## config.mk

```make
export PLATFORM = sky130hd
export DESIGN_NAME = mem_ctrl_flat
export DESIGN_NICKNAME = d
export VERILOG_FILES = /design/src/rtl/mem_ctrl_if.sv /design/src/rtl/mem_ctrl.sv /design/src/flat_wrapper.sv
export SDC_FILE = /design/constraint.sdc
export NUM_CORES = 1
export LEC_CHECK = 0
export ABC_AREA = 1
export CAP_MARGIN = 20
export CORE_MARGIN = 2
export CORE_UTILIZATION = 35
export DETAILED_ROUTE_END_ITERATION = 16
export DONT_BUFFER_PORTS = 1
export GPL_ROUTABILITY_DRIVEN = 0
export SLEW_MARGIN = 30
export SYNTH_ARGS = -nofsm -noshare
export SYNTH_HDL_FRONTEND = slang
export SYNTH_SLANG_ARGS = --single-unit
```

## constraint.sdc

```tcl
create_clock -name clk_in -period 2.95 [get_ports clk_in]
set_clock_uncertainty 0.15 [all_clocks]
set_input_delay 0.295 -clock clk_in [delete_from_list [all_inputs] [get_ports clk_in]]
set_output_delay 0.295 -clock clk_in [all_outputs]
set_load 0.1 [all_outputs]
```

## src/rtl/mem_ctrl_if.sv

```systemverilog
// Bundle of the IF/MEM request handshakes and the byte-wide RAM port.
//   slave  : the controller side (mem_ctrl) - takes requests and ram_din,
//            drives the RAM strobes, done pulses and read data.
//   master : the pipeline/RAM side - drives requests and ram_din.
interface mem_ctrl_if;
    logic        if_req;
    logic [31:0] if_addr;
    logic        flush_in;
    logic        mem_req;
    logic        mem_we;
    logic [31:0] mem_addr;
    logic [1:0]  mem_len;
    logic [31:0] mem_wdata;
    logic [7:0]  ram_din;
    logic [31:0] ram_addr;
    logic        ram_we;
    logic [7:0]  ram_dout;
    logic        if_done;
    logic [31:0] if_data;
    logic        mem_done;
    logic [31:0] mem_rdata;

    modport slave (
        input  if_req, if_addr, flush_in, mem_req, mem_we, mem_addr, mem_len, mem_wdata,
               ram_din,
        output ram_addr, ram_we, ram_dout, if_done, if_data, mem_done, mem_rdata
    );

    modport master (
        output if_req, if_addr, flush_in, mem_req, mem_we, mem_addr, mem_len, mem_wdata,
               ram_din,
        input  ram_addr, ram_we, ram_dout, if_done, if_data, mem_done, mem_rdata
    );
endinterface

```

## src/rtl/mem_ctrl.sv

```systemverilog
// Byte-serial memory controller arbitrating an instruction-fetch port and a
// load/store port onto a single 8-bit RAM with 1-cycle read latency.
// Ports:
//   clk_in  - clock, all state changes on the rising edge
//   rst_in  - asynchronous active-low reset
//   bus     - mem_ctrl_if.slave: IF/MEM requests, done pulses, read data and
//             the RAM address/strobe/data lines
// The MEM port has priority. Reads take n+2 cycles from grant to done,
// writes n+1, where n is 1, 2 or 4 bytes.
module mem_ctrl (
    input  logic     clk_in,
    input  logic     rst_in,
    mem_ctrl_if.slave bus
);

    typedef enum logic [2:0] {StIdle, StIfRd, StMemRd, StMemWr, StDone} state_e;

    state_e      state_q, state_d;
    logic [2:0]  cnt_q, cnt_d;
    logic [2:0]  n_q, n_d;
    logic [31:0] base_q, base_d;
    logic [31:0] wdata_q, wdata_d;
    logic        is_mem_q, is_mem_d;
    logic [31:0] buf_q, buf_d;
    logic [31:0] if_data_q, if_data_d;
    logic [31:0] mem_rdata_q, mem_rdata_d;

    logic [31:0] ram_addr_c;
    logic        ram_we_c;
    logic [7:0]  ram_dout_c;
    logic        if_done_c;
    logic        mem_done_c;
    logic [1:0]  byte_idx;

    // Byte slot filled by the ram_din arriving this cycle (address issued at cnt-1).
    assign byte_idx = cnt_q[1:0] - 2'd1;

    always_comb begin
        state_d     = state_q;
        cnt_d       = cnt_q;
        n_d         = n_q;
        base_d      = base_q;
        wdata_d     = wdata_q;
        is_mem_d    = is_mem_q;
        buf_d       = buf_q;
        if_data_d   = if_data_q;
        mem_rdata_d = mem_rdata_q;
        ram_addr_c  = 32'd0;
        ram_we_c    = 1'b0;
        ram_dout_c  = 8'd0;
        if_done_c   = 1'b0;
        mem_done_c  = 1'b0;

        unique case (state_q)
            StIdle: begin
                cnt_d = 3'd0;
                if (bus.mem_req) begin
                    base_d   = bus.mem_addr;
                    wdata_d  = bus.mem_wdata;
                    is_mem_d = 1'b1;
                    buf_d    = 32'd0;
                    unique case (bus.mem_len)
                        2'd0:    n_d = 3'd1;
                        2'd1:    n_d = 3'd2;
                        default: n_d = 3'd4;
                    endcase
                    state_d = bus.mem_we ? StMemWr : StMemRd;
                end else if (bus.if_req && !bus.flush_in) begin
                    base_d   = bus.if_addr;
                    is_mem_d = 1'b0;
                    buf_d    = 32'd0;
                    n_d      = 3'd4;
                    state_d  = StIfRd;
                end
            end

            StIfRd, StMemRd: begin
                if (state_q == StIfRd && bus.flush_in) begin
                    state_d = StIdle;
                    cnt_d   = 3'd0;
                end else begin
                    if (cnt_q < n_q) begin
                        ram_addr_c = base_q + {29'd0, cnt_q};
                    end
                    if (cnt_q != 3'd0) begin
                        buf_d[{byte_idx, 3'b000} +: 8] = bus.ram_din;
                    end
                    if (cnt_q == n_q) begin
                        // Result registers load on entry to DONE so data is valid with the pulse.
                        state_d = StDone;
                        cnt_d   = 3'd0;
                        if (is_mem_q) begin
                            mem_rdata_d = buf_d;
                        end else begin
                            if_data_d = buf_d;
                        end
                    end else begin
                        cnt_d = cnt_q + 3'd1;
                    end
                end
            end

            StMemWr: begin
                ram_we_c   = 1'b1;
                ram_addr_c = base_q + {29'd0, cnt_q};
                ram_dout_c = wdata_q[{cnt_q[1:0], 3'b000} +: 8];
                if (cnt_q == n_q - 3'd1) begin
                    state_d = StDone;
                    cnt_d   = 3'd0;
                end else begin
                    cnt_d = cnt_q + 3'd1;
                end
            end

            StDone: begin
                if_done_c  = !is_mem_q;
                mem_done_c = is_mem_q;
                state_d    = StIdle;
            end

            default: begin
                state_d = StIdle;
                cnt_d   = 3'd0;
            end
        endcase
    end

    always_ff @(posedge clk_in or negedge rst_in) begin
        if (!rst_in) begin
            state_q     <= StIdle;
            cnt_q       <= 3'd0;
            n_q         <= 3'd0;
            base_q      <= 32'd0;
            wdata_q     <= 32'd0;
            is_mem_q    <= 1'b0;
            buf_q       <= 32'd0;
            if_data_q   <= 32'd0;
            mem_rdata_q <= 32'd0;
        end else begin
            state_q     <= state_d;
            cnt_q       <= cnt_d;
            n_q         <= n_d;
            base_q      <= base_d;
            wdata_q     <= wdata_d;
            is_mem_q    <= is_mem_d;
            buf_q       <= buf_d;
            if_data_q   <= if_data_d;
            mem_rdata_q <= mem_rdata_d;
        end
    end

    // RAM strobes and done pulses decode straight from the registered state,
    // so reset forces them to zero immediately.
    assign bus.ram_addr  = ram_addr_c;
    assign bus.ram_we    = ram_we_c;
    assign bus.ram_dout  = ram_dout_c;
    assign bus.if_done   = if_done_c;
    assign bus.mem_done  = mem_done_c;
    assign bus.if_data   = if_data_q;
    assign bus.mem_rdata = mem_rdata_q;

endmodule

```

## src/flat_wrapper.sv

```systemverilog
// flat-port wrapper written by rule: the top's interface ports become plain ports
module mem_ctrl_flat 
  (clk_in, rst_in, bus_if_req, bus_if_addr, bus_flush_in, bus_mem_req, bus_mem_we, bus_mem_addr, bus_mem_len, bus_mem_wdata, bus_ram_din, bus_ram_addr, bus_ram_we, bus_ram_dout, bus_if_done, bus_if_data, bus_mem_done, bus_mem_rdata);
  mem_ctrl_if bus_i ();
  input  logic clk_in;
  input  logic rst_in;
  input wire logic [$bits(bus_i.if_req)-1:0] bus_if_req;
  input wire logic [$bits(bus_i.if_addr)-1:0] bus_if_addr;
  input wire logic [$bits(bus_i.flush_in)-1:0] bus_flush_in;
  input wire logic [$bits(bus_i.mem_req)-1:0] bus_mem_req;
  input wire logic [$bits(bus_i.mem_we)-1:0] bus_mem_we;
  input wire logic [$bits(bus_i.mem_addr)-1:0] bus_mem_addr;
  input wire logic [$bits(bus_i.mem_len)-1:0] bus_mem_len;
  input wire logic [$bits(bus_i.mem_wdata)-1:0] bus_mem_wdata;
  input wire logic [$bits(bus_i.ram_din)-1:0] bus_ram_din;
  output wire logic [$bits(bus_i.ram_addr)-1:0] bus_ram_addr;
  output wire logic [$bits(bus_i.ram_we)-1:0] bus_ram_we;
  output wire logic [$bits(bus_i.ram_dout)-1:0] bus_ram_dout;
  output wire logic [$bits(bus_i.if_done)-1:0] bus_if_done;
  output wire logic [$bits(bus_i.if_data)-1:0] bus_if_data;
  output wire logic [$bits(bus_i.mem_done)-1:0] bus_mem_done;
  output wire logic [$bits(bus_i.mem_rdata)-1:0] bus_mem_rdata;
  assign bus_i.if_req = bus_if_req;
  assign bus_i.if_addr = bus_if_addr;
  assign bus_i.flush_in = bus_flush_in;
  assign bus_i.mem_req = bus_mem_req;
  assign bus_i.mem_we = bus_mem_we;
  assign bus_i.mem_addr = bus_mem_addr;
  assign bus_i.mem_len = bus_mem_len;
  assign bus_i.mem_wdata = bus_mem_wdata;
  assign bus_i.ram_din = bus_ram_din;
  assign bus_ram_addr = bus_i.ram_addr;
  assign bus_ram_we = bus_i.ram_we;
  assign bus_ram_dout = bus_i.ram_dout;
  assign bus_if_done = bus_i.if_done;
  assign bus_if_data = bus_i.if_data;
  assign bus_mem_done = bus_i.mem_done;
  assign bus_mem_rdata = bus_i.mem_rdata;
  mem_ctrl u_core (.clk_in(clk_in), .rst_in(rst_in), .bus(bus_i));
endmodule
```

[Word level (Yosys, flattened, before mapping)]
Cells that the tools add are included.
Cells by class
  bitwise logic cells: 2
  shifts and indexed selects: 3
  add/sub/neg operators: 5
  reductions and logical operators: 16
  $lt $le $gt $ge: 1
  eq/ne operators: 11
  multiplexer cells: 31
Operator list (number)
  2-to-1 mux 32 bit: 8
  one-hot mux 32 bit (2 select lines): 2
  adder 32 x 3 -> 32 bit: 1
  bitwise mux 32 bit: 1
  variable shift 8 x 7 -> 32 bit (first input constant): 1
  variable part select 32 x 6 -> 8 bit: 1
  variable part select 8 x 7 -> 32 bit: 1
  2-to-1 mux 3 bit: 10
  one-hot mux 3 bit (3 select lines): 2
  2-to-1 mux 8 bit: 1
  AND reduction 4 bit: 2
  negator 5 -> 7 bit: 1
  == test 3 x 2 -> 1 bit (second input constant): 2
  == test 3 bit: 2
  2-to-1 mux 1 bit: 6
  one-hot mux 3 bit (2 select lines): 1
  AND reduction 3 bit: 2
  AND reduction 2 bit: 2
  nonzero test 2 bit: 2
  adder 3 x 1 -> 3 bit (second input constant): 1
  == test 3 x 1 -> 1 bit (second input constant): 1
  == test 3 bit (second input constant): 1
  zero test 3 bit: 1
  less-than comparator 3 bit: 1
  other kinds (13): 16
Storage, ports and cells
  input bits: 112
  output and inout port bits: 107
  bits in registers: 170

[Depth between registers and ports, before layout]
Gate-level depths: netlist (run 1).
  depth in word-level cells: 7
  mapped depth: 13
  depth with buffers taken out: 11

[Worst setup path after synthesis (run 1)]
No wires, ideal clock.
  path kind: register to output
  start point: register u_core.state_q[1]
  end point: output port bus_ram_addr[10]
  stages on the path, launching flop included: 8
  buffers on the path: 1
  data arrival time: 4641 ps
  required time: 2505 ps
  slack: -2136 ps
  path through: dfrtp_1 > nand2_1 > nor2_1 > inv_1 > buf_2 > nand2_1 > nand2_1 > nor3b_1
Between the ends
  word-level cells in the longest chain between the ends: 4
  elaborated cells between the ends (all ways): 7
  those cells by class: eq/ne (3); mux (2); reduce/logical (2)
RTL lines
  from (decl): line mem_ctrl.sv:18  | state_e state_q, state_d;
  from (signal assigned): line mem_ctrl.sv:130  | state_q <= StIdle;
  from (signal assigned): line mem_ctrl.sv:140  | state_q <= state_d;
  == test 3 x 1 -> 1 bit: line mem_ctrl.sv:54, mem_ctrl.sv:78
  logical AND 1 bit: line mem_ctrl.sv:78  | if (state_q == StIfRd && bus.flush_in) begin
  2-to-1 mux 32 bit: line mem_ctrl.sv:78
  one-hot mux 32 bit (2 select lines) *: line mem_ctrl.sv:54  | unique case (state_q)
  to (decl): line flat_wrapper.sv:16  | output wire logic [$bits(bus_i.ram_addr)-1:0] bus_ram_addr;
Every way passes the cells marked *; elsewhere a longest branch is shown, timed or not.

[Worst setup path after layout (run 1)]
  start point: register u_core.cnt_q[0]
  end point: output port bus_ram_addr[18]
Between the ends
  word-level cells in the longest chain between the ends: 4
  elaborated cells between the ends (all ways): 5
  those cells by class: add/sub (1); order compare (1); mux (3)
RTL lines
  from (decl): line mem_ctrl.sv:19  | logic [2:0] cnt_q, cnt_d;
  from (signal assigned): line mem_ctrl.sv:141  | cnt_q <= cnt_d;
  adder 32 x 3 -> 32 bit or less-than comparator 3 bit (tied branches): line mem_ctrl.sv:83, mem_ctrl.sv:105, mem_ctrl.sv:82
  2-to-1 mux 32 bit: line mem_ctrl.sv:82  | if (cnt_q < n_q) begin
  2-to-1 mux 32 bit: line mem_ctrl.sv:78
  one-hot mux 32 bit (2 select lines) *: line mem_ctrl.sv:54
Marks and branches as above.

==> metrics.yaml, run 1 <==
path_clk_slew_ps: 70
grt_pass1_wl_mm: 43.0
rows: 58
postRouteWirelength_mm: 27.2
path_buf_inv: 3
tritoncts: "yes"
ys_seq_area_share_pct: 47.3
seq_area_um2: 4260
crit_path_top_delay_cell: "dfrtp_1"
final_layout_size_suffix_gt1_share_pct: 13.4
grt_overflow: 0
synth_compound_area_share_pct: 12.7
outcome: "finished, violations left"
crit_family: "adder cells"
start_util_pct: 35.7
hold_viol_final: 170
drt_iter0_drc: 644
vias: 8375
coreArea_um2: 25200
avgSynthCellArea_um2: 7.31
slew_violations: 0
yosysUniqueCellTypes: 32
endpoint_kind: "primary output"
ys_ff_latch: 170
syn-num-nets: 1356
final_common_cell: "nand2_1"
synth_cells: 1230
fin_setup_tns_ps: 0
rsz0062_at_grt: "yes"
async_flop_share_pct: 100
final.period_utilization_pct: 97.6
cts_hold_buf: 102
die-area_um2: 27000
io_pins: 219
synth_top_family_by_area: "simple AND/OR/NAND/NOR gates"
multi_input_area_um2: 4280
finalNetCount: 1489
cp_cell_sequence: "ha_2 -> inv_2 -> fa_2 -> o21ai_4 -> inv_2 -> nor2_4 -> nand2_2 -> nand2_1 -> nand2_1 -> nor2_4 -> buf_12"
tightest_slew_ps: 993
antenna_left: 0
worst_ep_required_time_ps: 2510
drtPass1Iterations: 5
synthXorXnorAreaFrac_pct: 0.975
arrival_ps: 2430
synth-main-ff-cell: "dfrtp_1"
violations: "hold timing"
cts_made_buffers: 17
syn-cell-area_um2: 8990
placement.io_buffers: 0
area_growth_syn_to_layout_pct: 35.7
synth_simple_gate_area_share_pct: 27.2
yosysWarnings: 0
fillers: 2383
vias_per_cell: 4.91
layout_common_cells: "nand2_1 (369), dfrtp_1 (168), inv_1 (151)"
antenna_cells: 0
post-route-drc-count: 0
path_max_fanout: 5
dp_hpwl_mm: 17.7
die_w_um: 164
max_stage_delay_ps: 360
start_kind: "flop"
relSlewSlack_pct: 33.8
clockBufferDepth: 2
worstSetupPathType: "flop to primary output"
drv_cap: 0
synthAdderAreaFrac_pct: 2.03
min-delay-path-class: "input pin to async pin"
clock.fmax_ghz: 0.347
clock-sinks: 170
grt_pass1_vias: 8202
grt_usage_pct: 20.2
htree_num_levels: 4
clock_latency_ps: 420
antenna_found_initial: 0
wire_per_inst_um: 15.9
cts_root_buffer: "clkbuf_16"
period_minus_slack_ps: 2880
synthMuxAreaShare_pct: 0
synth_edf_count: 0
fin_hold_ws_ps: -588
grt_max_degree: 171
setup_violations: 0
die_h_um: 164
-- logic make-up after synthesis --
family                   Yosys count
adder cells (fa/ha/maj)           14
buffers and inverters            214
AND/OR/NAND/NOR                  607
XOR/XNOR                          10
AO/OA/AOI/OAI                    215
flip-flops                       170
-- synthesized netlist by cell type (5+ instances only) --
cell type  instances  area [um2]
nand2_1          374        1400
dfrtp_1          170        4250
nor2_1           164         616
inv_1            155         582
o21ai_0          132         661
a31oi_1           42         263
clkbuf_1          26        97.6
nand3_1           26         130
a21oi_1           25         125
nand4_1           25         156
buf_2             16        80.1
ha_1              13         163
o21ai_1           13        65.1
nor3_1             7        35.0
buf_6              6        67.6
clkbuf_2           5        25.0
xnor2_1            5        43.8
xor2_1             5        43.8
-- final cells by class --
cell class,instances,area share (%)
multi-input combinational,846,35.1
sequential,170,34.9
timing repair buffer,168,17.0
inverter,160,4.96
clock buffer,19,3.55
tap,330,3.38
clock inverter,13,1.12
-- per-layer routing --
metal | part of all wire [%] | GRT usage [%]
met1 | 45 | 27.1
met2 | 47 | 32.3
met3 | 6.6 | 4.67
met4 | 2.1 | 6.70
met5 | 0 | 0
-- final timing paths --
check,from,end,slack (ps),cells past startpoint
min in group clk_in,bus_ram_din[7],u_core.buf_q[15]$_DFFE_PN0P_,80,4
worst min-delay path,rst_in,u_core.bus.mem_rdata[21]$_DFFE_PN0P_,-590,0
max in group asynchronous,rst_in,u_core.cnt_q[1]$_DFFE_PN0P_,2870,0
worst max-delay path,u_core.cnt_q[0]$_DFFE_PN0P_,bus_ram_addr[18],70,11
worst min register to register,u_core.wdata_q[29]$_DFFE_PN0P_,u_core.wdata_q[29]$_DFFE_PN0P_,320,2
worst max register to register,u_core.cnt_q[0]$_DFFE_PN0P_,u_core.buf_q[10]$_DFFE_PN0P_,320,9
-- state kept, by name, summed over array words and instances, names as in the netlist --
name	count
u_core.wdata_q	32
u_core.cnt_q	3
u_core.bus.mem_rdata	32
u_core.buf_q	32
u_core.n_q	3
u_core.bus.if_data	32
u_core.state_q	3
u_core.base_q	32
u_core.is_mem_q	1
-- timing repair --
item | in CTS | in global routing
endpoints found under the hold margin | 238 | 170
pin swaps | 8 | 14
gates resized for setup | 25 | 16
endpoints found under the setup margin | 28 | 29
setup buffers | 5 | 3
-- metrics by stage --
stage	hold slack [ps]	cell area (um2)	utilization [%]	setup WS, ps	instances
3_5_place_dp	-146	10400	41.4	51.4	1564
2_1_floorplan	-151	9290	-	-13.3	1230
3_3_place_gp	-146	10400	41.3	173	1564
4_1_cts	-614	12100	48.1	-19.7	1703
6_report	-588	12200	48.4	70.4	1706
5_1_grt	-610	12200	48.4	-88.8	1706
Power of run 1 is not shown: default switching activity piles up to over one toggle a cycle in this logic, so the estimate is an artifact.
==> run 2: changes to the inputs <==
Settings changed: CORE_MARGIN 2 to default, PLACE_DENSITY_LB_ADDON from default to 0.15.
==> run 2 against run 1 <==
Effect of this change: sequential share of layout area fell by 0.28 points; the run still ends with hold timing left; final area grew 0.77%; worst hold slack got worse by 7.6 ps; via count down 1.2%; first-iteration DRC count is 18% lower; global-route usage up 0.79 points; register-to-register slack gained 80 ps.
==> metrics.yaml, run 2 (same netlist as run 1, synthesis figures left out) <==
outcome: "finished, violations left"
violations: "hold timing"
worstSetupPathType: "flop to primary output"
drtPass1Iterations: 5  # unchanged
final.period_utilization_pct: 99.4  # +1.7 points
path_clk_slew_ps: 70  # about the same
final_common_cell: "nand2_1"
area_growth_syn_to_layout_pct: 36.8
arrival_ps: 2490  # +60 ps
cts_root_buffer: "clkbuf_16"
min-delay-path-class: "input pin to async pin"
placement.io_buffers: 0  # unchanged
postRouteWirelength_mm: 27.0  # -0.72%
rows: 58  # unchanged
period_minus_slack_ps: 2930  # +51.2 ps
grt_usage_pct: 21.0  # +0.79 points
layout_common_cells: "nand2_1 (366), dfrtp_1 (169), inv_1 (152)"
grt_max_degree: 171  # unchanged
die_h_um: 162  # -1.2%
relSlewSlack_pct: 33.1  # -0.69 points
antenna_left: 0  # unchanged
antenna_found_initial: 1  # +1
htree_num_levels: 4  # unchanged
fin_hold_ws_ps: -595  # -7.60 ps
seq_area_um2: 4260  # about the same
endpoint_kind: "primary output"
clock-sinks: 170  # unchanged
rsz0062_at_grt: "yes"
r2r.worst_path.cells: 7  # -2
io_pins: 219  # unchanged
vias: 8278  # -1.2%
grt_pass1_vias: 8206  # +0.049%
post-route-drc-count: 0  # unchanged
drv_cap: 0  # unchanged
start_util_pct: 35.7  # unchanged
rr_startpoint: "u_core.state_q[2]$_DFFE_PN0P_"
finalNetCount: 1494  # +0.34%
cts_made_buffers: 17  # unchanged
fillers: 2438  # +2.3%
path_max_fanout: 4  # -1
tightest_slew_ps: 1000  # +10.3 ps
r2r_end: "u_core.base_q[1]$_DFFE_PN0P_"
hold_viol_final: 170  # unchanged
dp_hpwl_mm: 18.1  # +2.4%
worst_ep_required_time_ps: 2510  # about the same
clockBufferDepth: 2  # unchanged
coreArea_um2: 25200  # unchanged
rrSetupSlack_ps: 400  # +80 ps
setup_violations: 0  # unchanged
clock.fmax_ghz: 0.341  # -1.7%
vias_per_cell: 4.84  # -1.3%
tritoncts: "yes"
die-area_um2: 26300  # -2.4%
antenna_cells: 0  # unchanged
clock_latency_ps: 430  # about the same
final_layout_size_suffix_gt1_share_pct: 14.4  # +0.91 points
die_w_um: 162  # -1.2%
final_core_util_pct: 48.8  # +0.37 points
start_kind: "flop"
grt_pass1_wl_mm: 43.3  # +0.80%
multi_input_area_um2: 4310  # +0.58%
wire_per_inst_um: 15.8  # -0.89%
grt_overflow: 0  # unchanged
drt_iter0_drc: 531  # -18%
slew_violations: 0  # unchanged
cts_hold_buf: 101  # -0.98%
-- run 2: cell count changes in the layout (fill, tap and decap cells not counted), sizes merged --
| cell | delta |
|---|---|
| buf | +6 |
| clkbuf | -1 |
| clkinv | -2 |
| clkinvlp | +2 |
| dlygate4sd3 | -1 |
| inv | -1 |
-- run 2: area by class of cell --
cell class              instances  area share (%)
clock buffers                  18            3.57
multi-input cells             846            35.1
well taps                     330            3.36
repair buffers                173            17.4
clock inverters                12            1.08
flip-flops and latches        170            34.6
inverters                     160            4.94
-- run 2: routing by layer --
layer | GRT usage (%) | part of all wire (%) | routed length (um)
met1 | 28.2 | 46 | 12500
met2 | 33.4 | 46 | 12400
met3 | 5.01 | 6.0 | 1610
met4 | 6.17 | 1.9 | 501
met5 | 0 | 0 | 0
-- run 2: how the worst max path moves through the flow --
stage | to | cells past startpoint | start | slack [ps]
floorplan | bus_ram_addr[10] | 7 | u_core.cnt_q[1]$_DFFE_PN0P_ | -10
detailed placement | u_core.bus.mem_rdata[4]$_DFFE_PN0P_ | 9 | u_core.cnt_q[0]$_DFFE_PN0P_ | 3
finish | bus_ram_addr[12] | 9 | u_core.base_q[0]$_DFFE_PN0P_ | 20
global route | bus_ram_addr[26] | 12 | u_core.base_q[0]$_DFFE_PN0P_ | -110
global placement | u_core.buf_q[4]$_DFFE_PN0P_ | 9 | u_core.cnt_q[0]$_DFFE_PN0P_ | 30
CTS | bus_ram_addr[12] | 9 | u_core.base_q[0]$_DFFE_PN0P_ | 0.4
-- run 2: repair_timing --
item                                    4_1_cts  5_1_grt
pin swaps                                     9        9
endpoints found under the hold margin       238      170
buffers inserted                              8        5
endpoints found under the setup margin       35       39
resized for setup                            34       20
-- run 2: metrics by stage --
step | hold slack, ps | setup WS [ps] | area (um2) | setup TNS (ps) | instances
after floorplan | -151 | -13.3 | 9290 | -13.3 | 1230
after global placement | -144 | 26.2 | 10400 | 0 | 1565
after detailed placement | -147 | 3.13 | 10400 | 0 | 1565
after CTS | -614 | 0.365 | 12200 | 0 | 1704
after global routing | -619 | -113 | 12300 | -394 | 1709
final | -595 | 19.1 | 12300 | 0 | 1709
-- run 2: critical path, cell delays in order, from the launching register on --
cell     delay (ps)
dfrtp_1         370
ha_2            190
inv_2            50
fa_2            370
o21ai_4         240
buf_6           150
nand3_2          90
or2_4           260
a21oi_4         140
buf_12          190
Power of run 2 is left out for the same reason.
==> run 3: changes to the inputs <==
Settings changed: PLACE_DENSITY_LB_ADDON 0.15 to default.
==> run 3 against run 2 <==
Effect of this change: the run still ends with hold timing left; final area grew 0.53%; sequential share of layout area fell by 0.17 points; register-to-register slack got worse by 180 ps; maximum frequency decreased by 0.14%; worst hold slack improved by 9.5 ps; global-route usage increased by 0.17 points; core utilization grew 0.26 points; non-clock buffer count rose by 5; setup slack lost 4.2 ps; first-iteration DRC count increased by 19%; wire length rose by 0.55%; critical path depth grew 1; critical endpoint is now bus_ram_addr[14]; highest routed layer unchanged.
==> metrics.yaml, run 3 (same netlist as run 1, synthesis figures left out) <==
grt_usage_pct: 21.2  # +0.17 points
rsz0062_at_grt: "yes"
grt_pass1_vias: 8486  # +3.4%
start_kind: "flop"
final_layout_size_suffix_gt1_share_pct: 13.4  # -0.94 points
worstSetupPathType: "flop to primary output"
rows: 58  # unchanged
coreArea_um2: 25200  # unchanged
cts_made_buffers: 17  # unchanged
die-area_um2: 26300  # unchanged
dp_hpwl_mm: 17.6  # -2.6%
finalNetCount: 1499  # +0.33%
clock.fmax_ghz: 0.341  # -0.14%
grt_pass1_wl_mm: 44.0  # +1.6%
period_minus_slack_ps: 2940  # +4.21 ps
setup_violations: 0  # unchanged
grt_overflow: 0  # unchanged
placement.io_buffers: 0  # unchanged
hold_viol_final: 170  # unchanged
fillers: 2360  # -3.2%
drtPass1Iterations: 5  # unchanged
layout_common_cells: "nand2_1 (367), dfrtp_1 (168), inv_1 (151)"
tightest_slew_ps: 994  # -9.09 ps
die_w_um: 162  # unchanged
path_clk_slew_ps: 70  # about the same
antenna_found_initial: 0  # -1
drt_iter0_drc: 633  # +19%
tritoncts: "yes"
htree_num_levels: 4  # unchanged
min-delay-path-class: "input pin to async pin"
area_growth_syn_to_layout_pct: 37.5
postRouteWirelength_mm: 27.1  # +0.55%
path_max_fanout: 5  # +1
setup_ws_ps: 14.9  # -4.21 ps
io_pins: 219  # unchanged
worst_ep_required_time_ps: 2510  # about the same
start_util_pct: 35.7  # unchanged
clock_latency_ps: 430  # about the same
vias: 8359  # +0.98%
post-route-drc-count: 0  # unchanged
final_common_cell: "nand2_1"
wire_per_inst_um: 15.8  # about the same
fin_hold_ws_ps: -586  # +9.47 ps
clockBufferDepth: 2  # unchanged
cts_hold_buf: 108  # +6.9%
cts_root_buffer: "clkbuf_16"
drv_cap: 0  # unchanged
outcome: "finished, violations left"
antenna_left: 0  # unchanged
relSlewSlack_pct: 33.7  # +0.61 points
endpoint_kind: "primary output"
final.period_utilization_pct: 99.5  # +0.14 points
clock-sinks: 170  # unchanged
arrival_ps: 2490  # about the same
place_ws_ps: 135  # +132 ps
die_h_um: 162  # unchanged
violations: "hold timing"
grt_max_degree: 171  # unchanged
slew_violations: 0  # unchanged
vias_per_cell: 4.87  # +0.51%
[run 3: cell types whose count changed in the layout (fill, tap and decap cells not counted), sizes merged]
cell	previous run	this run
clkinvlp	3	1
inv	163	166
dlygate4sd3	100	108
bufinv	1	4
diode	0	1
clkinv	5	3
clkbuf	18	19
buf	73	69
[run 3: worst paths after layout]
kind / startpoint / end / slack (ps) / cells after the start
max: u_core.cnt_q[0]$_DFFE_PN0P_ / bus_ram_addr[14] / 10 / 10
min: rst_in / u_core.base_q[24]$_DFFE_PN0P_ / -590 / 0
max reg2reg: u_core.cnt_q[0]$_DFFE_PN0P_ / u_core.buf_q[8]$_DFFE_PN0P_ / 220 / 9
min reg2reg: u_core.wdata_q[10]$_DFFE_PN0P_ / u_core.wdata_q[10]$_DFFE_PN0P_ / 320 / 2
max in group asynchronous: rst_in / u_core.cnt_q[1]$_DFFE_PN0P_ / 2870 / 0
min in group clk_in: bus_ram_din[2] / u_core.bus.mem_rdata[18]$_DFFE_PN0P_ / 80 / 4
[run 3: per-layer routing]
layer | GRT usage (%) | vias to the layer above | wire length, um
li1 | - | 4160 | -
met1 | 27.1 | 3910 | 11900
met2 | 35.2 | 250 | 12900
met3 | 5.36 | 39 | 1760
met4 | 6.00 | 0 | 543
met5 | 0 | - | 0
[run 3: what timing repair did]
action	4_1_cts	5_1_grt
buffers inserted	2	8
gates resized for setup	23	17
pin swaps	4	11
endpoints found under the hold margin	238	170
cloned	0	0
setup endpoints to repair	22	27
[run 3: critical path: stages (launching register included)]
cell and delay (ps):
dfrtp_1 380, ha_2 200, inv_2 40, fa_2 370, o21ai_4 260, nand2_2 130, nor2_4 170, buf_4 140
xnor2_1 160, nor2_4 60, buf_12 160
[run 3: per-stage QoR]
step | setup TNS [ps] | util, % | instances | instance area, um2
global placement | 0 | 41.3 | 1565 | 10400
global route | -362 | 49.1 | 1716 | 12400
floorplan | -13.3 | - | 1230 | 9290
detailed placement | 0 | 41.3 | 1565 | 10400
CTS | -7.10 | 48.6 | 1707 | 12200
finish | 0 | 49.1 | 1717 | 12400
[run 3: final cells by class]
class	count	area, um2	share of cell area, %
antenna	1	2.50	0.0203
clock buffer	18	429	3.47
clock inverter	14	221	1.79
inverter	160	606	4.90
multi-input combinational	846	4280	34.7
sequential	170	4260	34.4
tap	330	413	3.34
timing repair buffer	178	2140	17.4
Power of run 3 is left out for the same reason.
==> variant 1, RTL diff (flow settings as in run 3) <==
`mem_rdata_q` no longer has a reset.
--- a/src/rtl/mem_ctrl.sv
+++ b/src/rtl/mem_ctrl.sv
@@ -136,5 +136,4 @@
             buf_q       <= 32'd0;
             if_data_q   <= 32'd0;
-            mem_rdata_q <= 32'd0;
         end else begin
             state_q     <= state_d;
@@ -146,6 +145,9 @@
             buf_q       <= buf_d;
             if_data_q   <= if_data_d;
-            mem_rdata_q <= mem_rdata_d;
         end
+    end
+
+    always_ff @(posedge clk_in) begin
+        mem_rdata_q <= mem_rdata_d;
     end
 
Formal check against the unedited RTL: differs if rst_in is asserted again (counterexample within 4 cycles, from zero or initial values and one cycle with rst_in low); with rst_in held inactive, the same outputs for 4 cycles.
==> variant 1 against run 3 <==
Maximum frequency about the same; first-iteration DRC count down 13%; synthesized cell count down 6.2%; cell area down 2.8%; setup slack better by 0.0017 ns; the run still ends with negative hold slack left; routed wire length down 2.7%; synthesized area down 2.7%; count of clock-buffer cells in the layout up 4; global-route usage down 0.066 points; sequential cell count unchanged.
Power is left out: the tool's default activity adds up to more than one toggle a clock period on the data nets, which glitch-free logic cannot reach.
==> variant 1: results (changes against run 3) <==
| Metric | Value |
|---|---|
| Max stage delay cell, worst path | sky130_fd_sc_hd__dfrtp_2 (was sky130_fd_sc_hd__dfrtp_1) |
| Proportion of cell area spent on the clock network | 4.66% (was 5.27%) |
| Synth area leaders | sky130_fd_sc_hd__dfrtp_1 (39%), sky130_fd_sc_hd__nand2_1 (15%), sky130_fd_sc_hd__edfxtp_1 (11%) (was sky130_fd_sc_hd__dfrtp_1 (47%), sky130_fd_sc_hd__nand2_1 (16%), sky130_fd_sc_hd__o21ai_0 (7.4%)) |
| Via count of the first global-routing pass | 8047 (was 8486) |
| DR vias/cell | 4.91 (was 4.87) |
| Detailed Route WL | 26400 um (was 27100 um) |
| Sequential share of cell area | 36.8% (was 34.4%) |
| Met3 wire length | 1780 um (was 1760 um) |
| Met3 demand-to-capacity share in global routing | 4.75% (was 5.36%) |
| Hold Violations, Final | 138 (was 170) |
| Clock Buffer Count | 22 (was 18) |
| Number of signal-net inverters in the final layout | 130 (was 160) |
| Slew @ Worst Pin | 0.966 ns (was 0.994 ns) |
| Result of the run | finished with violations (unchanged) |
| Half-perimeter wire length of the detailed placement result | 17400 um (was 17600 um) |
| FFs w/ async S/R, synth | 81.2% (was 100%) |
| Number of fillers in the final layout | 2320 (was 2360) |
| Cts hold-fix bufs | 101 (was 108) |
| Failing checks | negative hold slack (unchanged) |
| Setup slack at placement | 0.170 ns (was 0.135 ns) |
| Detailed Route Iter0 Violations | 553 (was 633) |
| Met2 GRT Util | 34.1% (was 35.2%) |
| Worst-case reg-to-reg path depth | 8 (was 9) |
| Mean instance size in the synthesized netlist | 7.58 um2 (was 7.31 um2) |
| Sequential cell area fraction in the yosys report | 50.5% (was 47.3%) |
| Delay of the slowest cell on the worst path | 0.41 ns (was 0.38 ns) |
| Layout multi-input combinational cell count | 808 (was 846) |
| Post-Route Hold Slack | -0.589 ns (was -0.586 ns) |
| NonClk Buf Share | 17.5% (was 17.4%) |
==> variant 1: cell count changes in the layout (fill, tap and decap cells not counted), moves of 9 or more <==
| cell | change |
|---|---|
| sky130_fd_sc_hd__dfrtp_1 | -32 |
| sky130_fd_sc_hd__nor2_1 | +12 |
| sky130_fd_sc_hd__edfxtp_1 | +32 |
| sky130_fd_sc_hd__inv_1 | -31 |
| sky130_fd_sc_hd__nand2_1 | -15 |
| sky130_fd_sc_hd__nand3_1 | +30 |
| sky130_fd_sc_hd__nor2_4 | -9 |
| sky130_fd_sc_hd__nand4_1 | -24 |
| sky130_fd_sc_hd__nor2_2 | +11 |
| sky130_fd_sc_hd__o21ai_0 | -28 |
==> variant 1: repair_timing <==
action,CTS,global route
setup buffers,2,12
cloned,0,1
setup endpoints to repair,30,32
gates resized for setup,19,26
endpoints found under the hold margin,206,138
pin swaps,6,18
==> variant 2, RTL diff (config.mk and constraints of run 3) <==
Made on the original files. Re-encode `state_e` (5 states) as Gray code, 3 bits wide.
--- a/src/rtl/mem_ctrl.sv
+++ b/src/rtl/mem_ctrl.sv
@@ -14,5 +14,5 @@
 );
 
-    typedef enum logic [2:0] {StIdle, StIfRd, StMemRd, StMemWr, StDone} state_e;
+    typedef enum logic [2:0] {StIdle = 3'b000, StIfRd = 3'b001, StMemRd = 3'b011, StMemWr = 3'b010, StDone = 3'b110} state_e;
 
     state_e      state_q, state_d;
Check against the original RTL: no difference found for any inputs over 4 cycles, from zero or initial values and one cycle with rst_in low; so few cycles prove little.
==> variant 2 against run 3 <==
The run still ends with negative hold slack left; synthesized area up 3.5%; routed wire length up 2.6%; cell area down 1.5%; sequential cell count unchanged; setup slack better by 0.044 ns; critical path depth unchanged; largest cell class unchanged; highest routed layer unchanged.
==> variant 2: results (changes against run 3) <==
| Metric | Value |
|---|---|
| Cts hold-fix bufs | 103 (was 108) |
| Clk network pwr share | between 15 and 20% |
| Commonest cells post-synth | sky130_fd_sc_hd__nand2_1 (469), sky130_fd_sc_hd__dfrtp_1 (170), sky130_fd_sc_hd__nor2_1 (159) (was sky130_fd_sc_hd__nand2_1 (374), sky130_fd_sc_hd__dfrtp_1 (170), sky130_fd_sc_hd__nor2_1 (164)) |
| Share of layout cells above drive strength 1 | 16.7% (was 13.4%) |
| Total number of vias | 8543 (was 8359) |
| Via count of the first global-routing pass | 8064 (was 8486) |
| Detailed Route WL | 27800 um (was 27100 um) |
| Syn nets | 1371 (was 1356) |
| Mean instance size in the synthesized netlist | 7.47 um2 (was 7.31 um2) |
| Pwr/cell area | 1230 nW/um2 |
| Top Layer Used | met4 (unchanged) |
| Metal2 WL | 12800 um (was 12900 um) |
| Half-perimeter wire length of the detailed placement result | 19100 um (was 17600 um) |
| Cell Area, Placed | 10400 um2 (about the same) |
| Setup slack at placement | 0.283 ns (was 0.135 ns) |
| Failing checks | negative hold slack (unchanged) |
| Result of the run | finished with violations (unchanged) |
| DR vias/cell | 4.96 (was 4.87) |
| Library cells used by synthesis | 40 (was 32) |
| Hold Violations, Final | 170 (unchanged) |
| Post-Route Hold Slack | -0.590 ns (was -0.586 ns) |
| Detailed Route Iter0 Violations | 567 (was 633) |
| Synth area leaders | sky130_fd_sc_hd__dfrtp_1 (46%), sky130_fd_sc_hd__nand2_1 (19%), sky130_fd_sc_hd__nor2_1 (6.4%) (was sky130_fd_sc_hd__dfrtp_1 (47%), sky130_fd_sc_hd__nand2_1 (16%), sky130_fd_sc_hd__o21ai_0 (7.4%)) |
| Wire length of the first global-routing pass | 43700 um (was 44000 um) |
| Peak fanout along the critical path | 7 (was 5) |
| Total global routing track utilization | 20.7% (was 21.2%) |
| Met3 wire length | 1950 um (was 1760 um) |
| Relative slew slack | 35.5% (was 33.7%) |
| Dominant delay contributor by cell family on the critical path | simple AND/OR/NAND/NOR gates (was adder cells) |
| Data arrival time of the worst path | 2.45 ns (was 2.49 ns) |
| Met1 wire length | 12600 um (was 11900 um) |
| Inserted Diodes | 0 (was 1) |
variant 2: cell types whose count changed after synthesis, sizes merged, moves of 2 or more:
cell	change
o22ai	+8
clkbuf	-22
nor2	+12
buf	+22
a21oi	-7
inv	-38
nand3	+9
a31oi	-2
o21ai	-59
nor3	-2
nand2	+101
nand4	-5
variant 2: path summary, 6_finish.rpt:
kind | slack, ns | from | end | cells after the start
worst max-delay path | 0.06 | u_core.base_q[0] | bus_ram_addr[12] | 10
worst min register to register | 0.33 | u_core.wdata_q[10] | u_core.wdata_q[10] | 2
worst max register to register | 0.40 | u_core.cnt_q[0] | u_core.buf_q[15] | 10
min in group clk_in | 0.02 | bus_ram_din[3] | u_core.bus.if_data[19] | 4
max in group asynchronous | 2.92 | rst_in | u_core.cnt_q[0] | 0
worst min-delay path | -0.59 | rst_in | u_core.bus.mem_rdata[18] | 0
variant 2: layout make-up:
| class | count | area, um2 |
|---|---|---|
| fillers | 2477 | 13900 |
| flip-flops and latches | 170 | 4260 |
| inverters | 121 | 455 |
| clock inverters | 11 | 153 |
| well taps | 335 | 419 |
| multi-input cells | 900 | 4530 |
| clock buffers | 21 | 460 |
| repair buffers | 163 | 1890 |
variant 2: timing repair:
item                                    in CTS  in global routing
setup buffers                                1                  3
gates resized for setup                     15                 20
pin swaps                                    3                  5
hold endpoints to repair                   241                170
cloned                                       0                  0
endpoints found under the setup margin      14                 30
variant 2: per-layer routing:
layer,GRT usage (%),up-vias
met5,0,-
met3,5.25,39
met1,27.9,4040
met4,6.17,0
li1,-,4188
met2,32.5,276
variant 2: cells by family after synthesis:
group | after synthesis | synth area share [%]
flops | 170 | 45.8
buf+inv | 175 | 8.79
compound gates | 156 | 10.3
xor+xnor | 8 | 0.754
fa+ha+maj | 14 | 1.96
simple gates | 722 | 32.4
